===== config.mk =====
export PLATFORM = sky130hd
export DESIGN_NAME = bat_amateur_loader
export DESIGN_NICKNAME = d
export VERILOG_FILES = /design/src/rtl/bat_amateur_loader.sv
export SDC_FILE = /design/constraint.sdc
export NUM_CORES = 1
export LEC_CHECK = 0
export CAP_MARGIN = 20
export CORE_MARGIN = 2
export CORE_UTILIZATION = 48
export DETAILED_ROUTE_END_ITERATION = 10
export PLACE_DENSITY = 0.65
export SYNTH_ARGS = -nofsm -noshare
export SYNTH_HDL_FRONTEND = slang
export SYNTH_SLANG_ARGS = --single-unit

===== constraint.sdc =====
create_clock -name CLK -period 5 [get_ports CLK]
set_input_delay 1.25 -clock CLK [delete_from_list [all_inputs] [get_ports CLK]]
set_output_delay 1.25 -clock CLK [all_outputs]
set_load 0.02 [all_outputs]

===== src/rtl/bat_amateur_loader.sv =====
// bat_amateur_loader
//   Program loader and run monitor for the bat_amateur CPU. While the CPU is
//   held in HALT it writes a program image into external RAM over the shared
//   bus, optionally reads the image back to verify it, then releases the CPU.
//   While the CPU runs, every change on its OUT bus is pushed into a
//   show-ahead log FIFO. The run ends on a CPU halt or on a cycle timeout.
//
// Ports
//   CLK, RST          clock, asynchronous active-high reset
//   START             one-cycle start pulse (accepted in IDLE, DONE, ERROR)
//   VERIFY_EN         sampled with START: add the read-back pass
//   PROG_LEN          sampled with START: number of image words (0 = run only)
//   PROG_ADDR         index into the image source
//   PROG_DATA         image word at PROG_ADDR (combinational source)
//   HALT              1 holds the CPU stopped
//   EXT_RAM_EN        1 gives the loader ownership of the RAM port
//   EXT_RAM_RW        1 = write, 0 = read
//   ADDRESS           RAM address
//   BUS_OUT, BUS_OE   write data and its drive enable
//   BUS_IN            data bus as read (RAM read latency 1 cycle)
//   CPU_OUT           CPU output bus
//   CPU_HALTED        CPU has executed its halt instruction
//   LOG_RD            pop one log entry
//   LOG_DATA          head of the log FIFO
//   LOG_EMPTY         log FIFO empty
//   LOG_OVF           sticky: a capture was dropped because the log was full
//   BUSY, DONE, ERROR state flags
//   TIMEOUT           run ended on the cycle limit
//   ERR_ADDR          first mismatching RAM address of the verify pass
module bat_amateur_loader #(
   parameter int                       DATA_WIDTH    = 16,
   parameter int                       ADDRESS_WIDTH = 16,
   parameter int                       LEN_WIDTH     = 8,
   parameter logic [ADDRESS_WIDTH-1:0] BASE_ADDR     = '0,
   parameter int                       LOG_DEPTH     = 16,
   parameter int                       RUN_LIMIT     = 65535
) (
   input  logic                     CLK,
   input  logic                     RST,
   input  logic                     START,
   input  logic                     VERIFY_EN,
   input  logic [LEN_WIDTH-1:0]     PROG_LEN,
   output logic [LEN_WIDTH-1:0]     PROG_ADDR,
   input  logic [DATA_WIDTH-1:0]    PROG_DATA,
   output logic                     HALT,
   output logic                     EXT_RAM_EN,
   output logic                     EXT_RAM_RW,
   output logic [ADDRESS_WIDTH-1:0] ADDRESS,
   output logic [DATA_WIDTH-1:0]    BUS_OUT,
   output logic                     BUS_OE,
   input  logic [DATA_WIDTH-1:0]    BUS_IN,
   input  logic [DATA_WIDTH-1:0]    CPU_OUT,
   input  logic                     CPU_HALTED,
   input  logic                     LOG_RD,
   output logic [DATA_WIDTH-1:0]    LOG_DATA,
   output logic                     LOG_EMPTY,
   output logic                     LOG_OVF,
   output logic                     BUSY,
   output logic                     DONE,
   output logic                     ERROR,
   output logic                     TIMEOUT,
   output logic [ADDRESS_WIDTH-1:0] ERR_ADDR
);

   localparam int PTR_W = (LOG_DEPTH > 1) ? $clog2(LOG_DEPTH) : 1;
   localparam int CNT_W = (RUN_LIMIT > 1) ? $clog2(RUN_LIMIT) : 1;

   typedef enum logic [2:0] {
      S_IDLE,
      S_WRITE,
      S_VERIFY,
      S_RUN,
      S_DONE,
      S_ERROR
   } state_t;

   state_t state, state_nxt;

   // Control state
   logic [LEN_WIDTH-1:0]     idx;
   logic [LEN_WIDTH-1:0]     len_q;
   logic                     verify_q;
   logic [CNT_W-1:0]         run_cnt;
   logic                     timeout_q;
   logic [ADDRESS_WIDTH-1:0] err_addr_q;
   logic                     vld_p1;

   // Datapath registers
   logic [DATA_WIDTH-1:0]    exp_p1;
   logic [ADDRESS_WIDTH-1:0] addr_p1;
   logic [DATA_WIDTH-1:0]    prev_out_p1;

   // Log FIFO
   logic [DATA_WIDTH-1:0]    log_mem [LOG_DEPTH];
   logic [PTR_W-1:0]         wr_ptr, rd_ptr;
   logic [PTR_W:0]           log_cnt;
   logic                     ovf_q;

   // Combinational strobes
   logic                     accept;
   logic                     last_word;
   logic                     rd_issue;
   logic                     mismatch;
   logic                     set_timeout;
   logic [ADDRESS_WIDTH-1:0] cur_addr;
   logic                     push_req, push, pop, drop, log_full;

   // RAM address of image word i; wraps at ADDRESS_WIDTH.
   function automatic logic [ADDRESS_WIDTH-1:0] ram_addr(input logic [LEN_WIDTH-1:0] i);
      return BASE_ADDR + ADDRESS_WIDTH'(i);
   endfunction

   assign cur_addr = ram_addr(idx);
   assign mismatch = vld_p1 && (BUS_IN != exp_p1);

   // State register
   always_ff @(posedge CLK or posedge RST) begin
      if (RST) state <= S_IDLE;
      else     state <= state_nxt;
   end

   // Next state and bus outputs
   always_comb begin
      state_nxt   = state;
      accept      = 1'b0;
      last_word   = 1'b0;
      rd_issue    = 1'b0;
      set_timeout = 1'b0;
      HALT        = 1'b1;
      EXT_RAM_EN  = 1'b1;
      EXT_RAM_RW  = 1'b0;
      BUS_OE      = 1'b0;
      BUS_OUT     = '0;
      BUSY        = 1'b0;
      case (state)
         S_IDLE, S_DONE, S_ERROR: begin
            if (START) begin
               accept    = 1'b1;
               state_nxt = (PROG_LEN == '0) ? S_RUN : S_WRITE;
            end
         end
         S_WRITE: begin
            BUSY       = 1'b1;
            EXT_RAM_RW = 1'b1;
            BUS_OE     = 1'b1;
            BUS_OUT    = PROG_DATA;
            last_word  = (idx == len_q - LEN_WIDTH'(1));
            if (last_word) state_nxt = verify_q ? S_VERIFY : S_RUN;
         end
         S_VERIFY: begin
            // Reads go out for idx < len; the extra final cycle only
            // compares the last word.
            BUSY     = 1'b1;
            rd_issue = (idx < len_q);
            if (mismatch)            state_nxt = S_ERROR;
            else if (idx == len_q)   state_nxt = S_RUN;
         end
         S_RUN: begin
            BUSY       = 1'b1;
            HALT       = 1'b0;
            EXT_RAM_EN = 1'b0;
            // A halt in the limit cycle wins over the timeout.
            if (CPU_HALTED) begin
               state_nxt = S_DONE;
            end else if (run_cnt == CNT_W'(RUN_LIMIT - 1)) begin
               state_nxt   = S_DONE;
               set_timeout = 1'b1;
            end
         end
         default: state_nxt = S_IDLE;
      endcase
   end

   // Control registers
   always_ff @(posedge CLK or posedge RST) begin
      if (RST) begin
         idx        <= '0;
         len_q      <= '0;
         verify_q   <= 1'b0;
         run_cnt    <= '0;
         timeout_q  <= 1'b0;
         err_addr_q <= '0;
         vld_p1     <= 1'b0;
      end else begin
         vld_p1  <= 1'b0;
         run_cnt <= (state == S_RUN) ? run_cnt + CNT_W'(1) : '0;
         case (state)
            S_IDLE, S_DONE, S_ERROR: begin
               if (accept) begin
                  len_q      <= PROG_LEN;
                  verify_q   <= VERIFY_EN;
                  idx        <= '0;
                  timeout_q  <= 1'b0;
                  err_addr_q <= '0;
               end
            end
            S_WRITE: begin
               idx <= last_word ? '0 : idx + LEN_WIDTH'(1);
            end
            S_VERIFY: begin
               idx    <= (state_nxt == S_VERIFY) ? idx + LEN_WIDTH'(1) : '0;
               vld_p1 <= (state_nxt == S_VERIFY) && rd_issue;
               if (mismatch) err_addr_q <= addr_p1;
            end
            S_RUN: begin
               if (set_timeout) timeout_q <= 1'b1;
            end
            default: ;
         endcase
      end
   end

   // Stage p1: expected word/address of the read issued this cycle, and the
   // previous CPU_OUT for change detection.
   always_ff @(posedge CLK) begin
      exp_p1      <= PROG_DATA;
      addr_p1     <= cur_addr;
      prev_out_p1 <= CPU_OUT;
      if (push) log_mem[wr_ptr] <= CPU_OUT;
   end

   // The first RUN cycle (run_cnt == 0) only primes prev_out_p1.
   assign push_req = (state == S_RUN) && (run_cnt != '0) && (CPU_OUT != prev_out_p1);
   assign log_full = (log_cnt == (PTR_W+1)'(LOG_DEPTH));
   assign pop      = LOG_RD && (log_cnt != '0);
   assign push     = push_req && (!log_full || pop);
   assign drop     = push_req && log_full && !pop;

   always_ff @(posedge CLK or posedge RST) begin
      if (RST) begin
         wr_ptr  <= '0;
         rd_ptr  <= '0;
         log_cnt <= '0;
         ovf_q   <= 1'b0;
      end else if (accept) begin
         wr_ptr  <= '0;
         rd_ptr  <= '0;
         log_cnt <= '0;
         ovf_q   <= 1'b0;
      end else begin
         if (push) wr_ptr <= wr_ptr + PTR_W'(1);
         if (pop)  rd_ptr <= rd_ptr + PTR_W'(1);
         case ({push, pop})
            2'b10:   log_cnt <= log_cnt + (PTR_W+1)'(1);
            2'b01:   log_cnt <= log_cnt - (PTR_W+1)'(1);
            default: log_cnt <= log_cnt;
         endcase
         if (drop) ovf_q <= 1'b1;
      end
   end

   assign PROG_ADDR = idx;
   assign ADDRESS   = cur_addr;
   assign LOG_DATA  = log_mem[rd_ptr];
   assign LOG_EMPTY = (log_cnt == '0);
   assign LOG_OVF   = ovf_q;
   assign DONE      = (state == S_DONE);
   assign ERROR     = (state == S_ERROR);
   assign TIMEOUT   = timeout_q;
   assign ERR_ADDR  = err_addr_q;

endmodule


==> metrics.cfg <==
[clock_network]
hold_buffers = 0
path_clk_slew_ps = 60
clockRootBuffer = clkbuf_16
numCtsBuffers = 37
cts_resized = 0
insertion_delay_ps = 510
max-clock-path-buffers = 3
clkSinkCount = 356
cts_tree = built
cts_setup_buffers = 0
htree_num_levels = 2

[power_and_ir_drop]
max-vdd-ir-drop_mv = 0.367
clkPwrFrac_pct = 28.7
p_leak_nw = 6.26
p_int_mw = 6.60
combPwrFrac_pct = 32.3
p_sw_mw = 2.92
seq_power_share_pct = 39.1
p_per_area_nw_per_um2 = 533
swShare_pct = 30.7

[sta]
tns_ps = 0
finalHoldViolCount = 0
period_needed_ps = 4530
fin_skew_ps = 12.9
whs_ps = 451
worst_pin_slew_ps = 1150
setup-violations-final = 0
period_share_pct = 90.6
relSlewSlack_pct = 23.0
max_freq_mhz = 221
rsz0062_at_grt = false
finalMaxSlewViolations = 0

[synthesis]
synth-adder-area-share_pct = 1.92
synth_seq_cells = 356
ys_types = 61
synth_flop_cell = edfxtp_1
synth_xor_area_share_pct = 3.38
seq_area_frac_synth_pct = 67.7
synth-compound-area-share_pct = 3.84
synth-simple-area-share_pct = 7.65
synth_top_family_by_area = multiplexers
syn_area_um2 = 14800
synthMuxAreaShare_pct = 12.5
postSynthCellCount = 905
syn_avg_cell_area_um2 = 16.3
yosysWarnings = 0
synth_edf_count = 256
async_flop_share_pct = 16.9

[worst_setup_path]
timing.critical_path.arrival_ps = 3280
path_max_fanout = 28
end_kind = output pin
crit_required_ps = 3750
start_kind = register
crit_type = reg2out

[grt]
antenna_found_initial = 0
grt_max_degree = 38
grt_pass1_wl_mm = 48.8
grt_pass1_vias = 8465
grtUsageTotal_pct = 20.3
grt_overflow_total = 0

[routing]
first_pass_iters = 5
drt_iter0_markers = 527
vias = 8201
remaining_drc_errors = 0
wl_mm = 31.8
vias_per_cell = 5.48
detail-route-antenna-nets = 0
wl_per_cell_um = 21.3

[worst_hold_path]
min_path_type = reg2reg

[layout]
n_antenna_cell = 0
fin_nets = 1156
syn_to_final_growth_pct = 20.9
layout-drive-gt1-share_pct = 18.0
final_cells = 1496

[die]
io_pins = 144
design.die.area_um2 = 32200
core_um2 = 30400
die_width_um = 179
rows = 64
die_height_um = 179
start_util_pct = 48.5

[place]
port_buffers = 127
dp_cells = 1429
place.gp.congestion = 0.761
dp_hpwl_mm = 20.3

[job]
maxCapViolCount = 0

[outcome]
status = finished, final reports clean

[routing by layer]
metal	global-route usage, %	up-vias	share of wire, %
met5	0	-	0
met2	33.9	236	49
met1	27.2	4151	43
li1	-	3772	-
met3	4.24	42	5.8
met4	5.65	0	2.3
[stage by stage]
step	total power, mW	setup WS, ps	instance area, µm²	util, %
global placement	6.88	293	16600	54.7
floorplan	5.80	1060	14800	-
finish	9.52	469	17900	58.7
global route	10.0	324	17900	58.7
CTS	9.64	382	17900	58.7
detailed placement	6.89	259	16600	54.7
[cells in the mapped netlist (all sizes together), types with 4 or more instances]
library cell    n  area, µm²
buf            38        251
a21oi          14       81.3
nor4           12       81.3
o21ai          32        164
a31oi           6       37.5
nand2          36        135
mux2i           4       40.0
dfxtp          40        801
ha             21        263
xnor2          29        254
inv            30        113
nand3          26        130
mux4           80       1800
xor2           28        245
nand4          14       87.6
nor2           47        176
and2           30        188
edfxtp        256       7690
dfrtp          60       1500
or3             7       43.8
o31ai           6       45.0
nand2b          7       46.3
a21o            5       37.5
clkbuf         20       85.1
nor3           12       65.1
[path summary, 6_finish.rpt]
kind | to | slack, ps | from | cells after the start
max | LOG_DATA[0] | 470 | rd_ptr[0] | 4
min | ERR_ADDR[3] | 450 | addr_p1[3] | 2
max reg2reg | log_cnt[4] | 1580 | state[0] | 12
min reg2reg | ERR_ADDR[3] | 450 | addr_p1[3] | 2
max in group asynchronous | PROG_ADDR[1] | 2970 | RST | 3
min in group asynchronous | run_cnt[10] | 1210 | RST | 2
[layout by cell type, fill, tap and decap left out, drive strengths merged, types with 13 or more instances in the layout]
master,instances
edfxtp,256
clkdlybuf4s50,127
mux4,80
dfrtp,60
clkbuf,49
nor2,47
buf,44
dfxtp,40
nand2,36
o21ai,32
and2,30
inv,30
xnor2,29
xor2,28
nand3,26
ha,21
conb,16
nand4,14
a21oi,14
clkinv,13
[power groups by stage]
| stage | Clock, mW | Sequential [mW] | Combinational [mW] |
|---|---|---|---|
| floorplan | 0 | 3.59 | 2.21 |
| global placement | 0 | 3.79 | 3.09 |
| detailed placement | 0 | 3.79 | 3.10 |
| CTS | 2.79 | 3.73 | 3.12 |
| global route | 2.91 | 3.77 | 3.33 |
| finish | 2.73 | 3.72 | 3.07 |
[critical path: stages, from the launching register on]
cell and delay (ps):
dfrtp_4 850, buf_4 330, mux4_2 520, mux4_2 500, clkdlybuf4s50_1 560
[flip-flops by register name, indices dropped and copies added (netlist names), 3 cells and up]
signal,count
ERR_ADDR,8
PROG_ADDR,8
addr_p1,8
exp_p1,16
len_q,8
log_cnt,5
log_mem,256
prev_out_p1,16
rd_ptr,4
run_cnt,16
state,3
wr_ptr,4
[area by class of cell]
class | count | area, µm²
fill | 2371 | 12600
sequential | 356 | 9990
multi-input combinational | 476 | 4390
timing repair buffer | 171 | 1640
clock buffer | 49 | 1040
tap | 396 | 495
clock inverter | 18 | 174
inverter | 30 | 113
[kinds of logic (layout without fill, tap and decap cells)]
kind of cell | Yosys count | count (layout)
and+or+nand+nor | 211 | 211
xor gates and xnor gates | 57 | 57
muxes | 84 | 84
AOI/OAI and AO/OA | 86 | 86
other | 1 | 16
DFF | 356 | 356
adders and majority gates | 22 | 22
buffers and inverters | 88 | 268
Note: power is estimated with default switching activity, not from simulation.
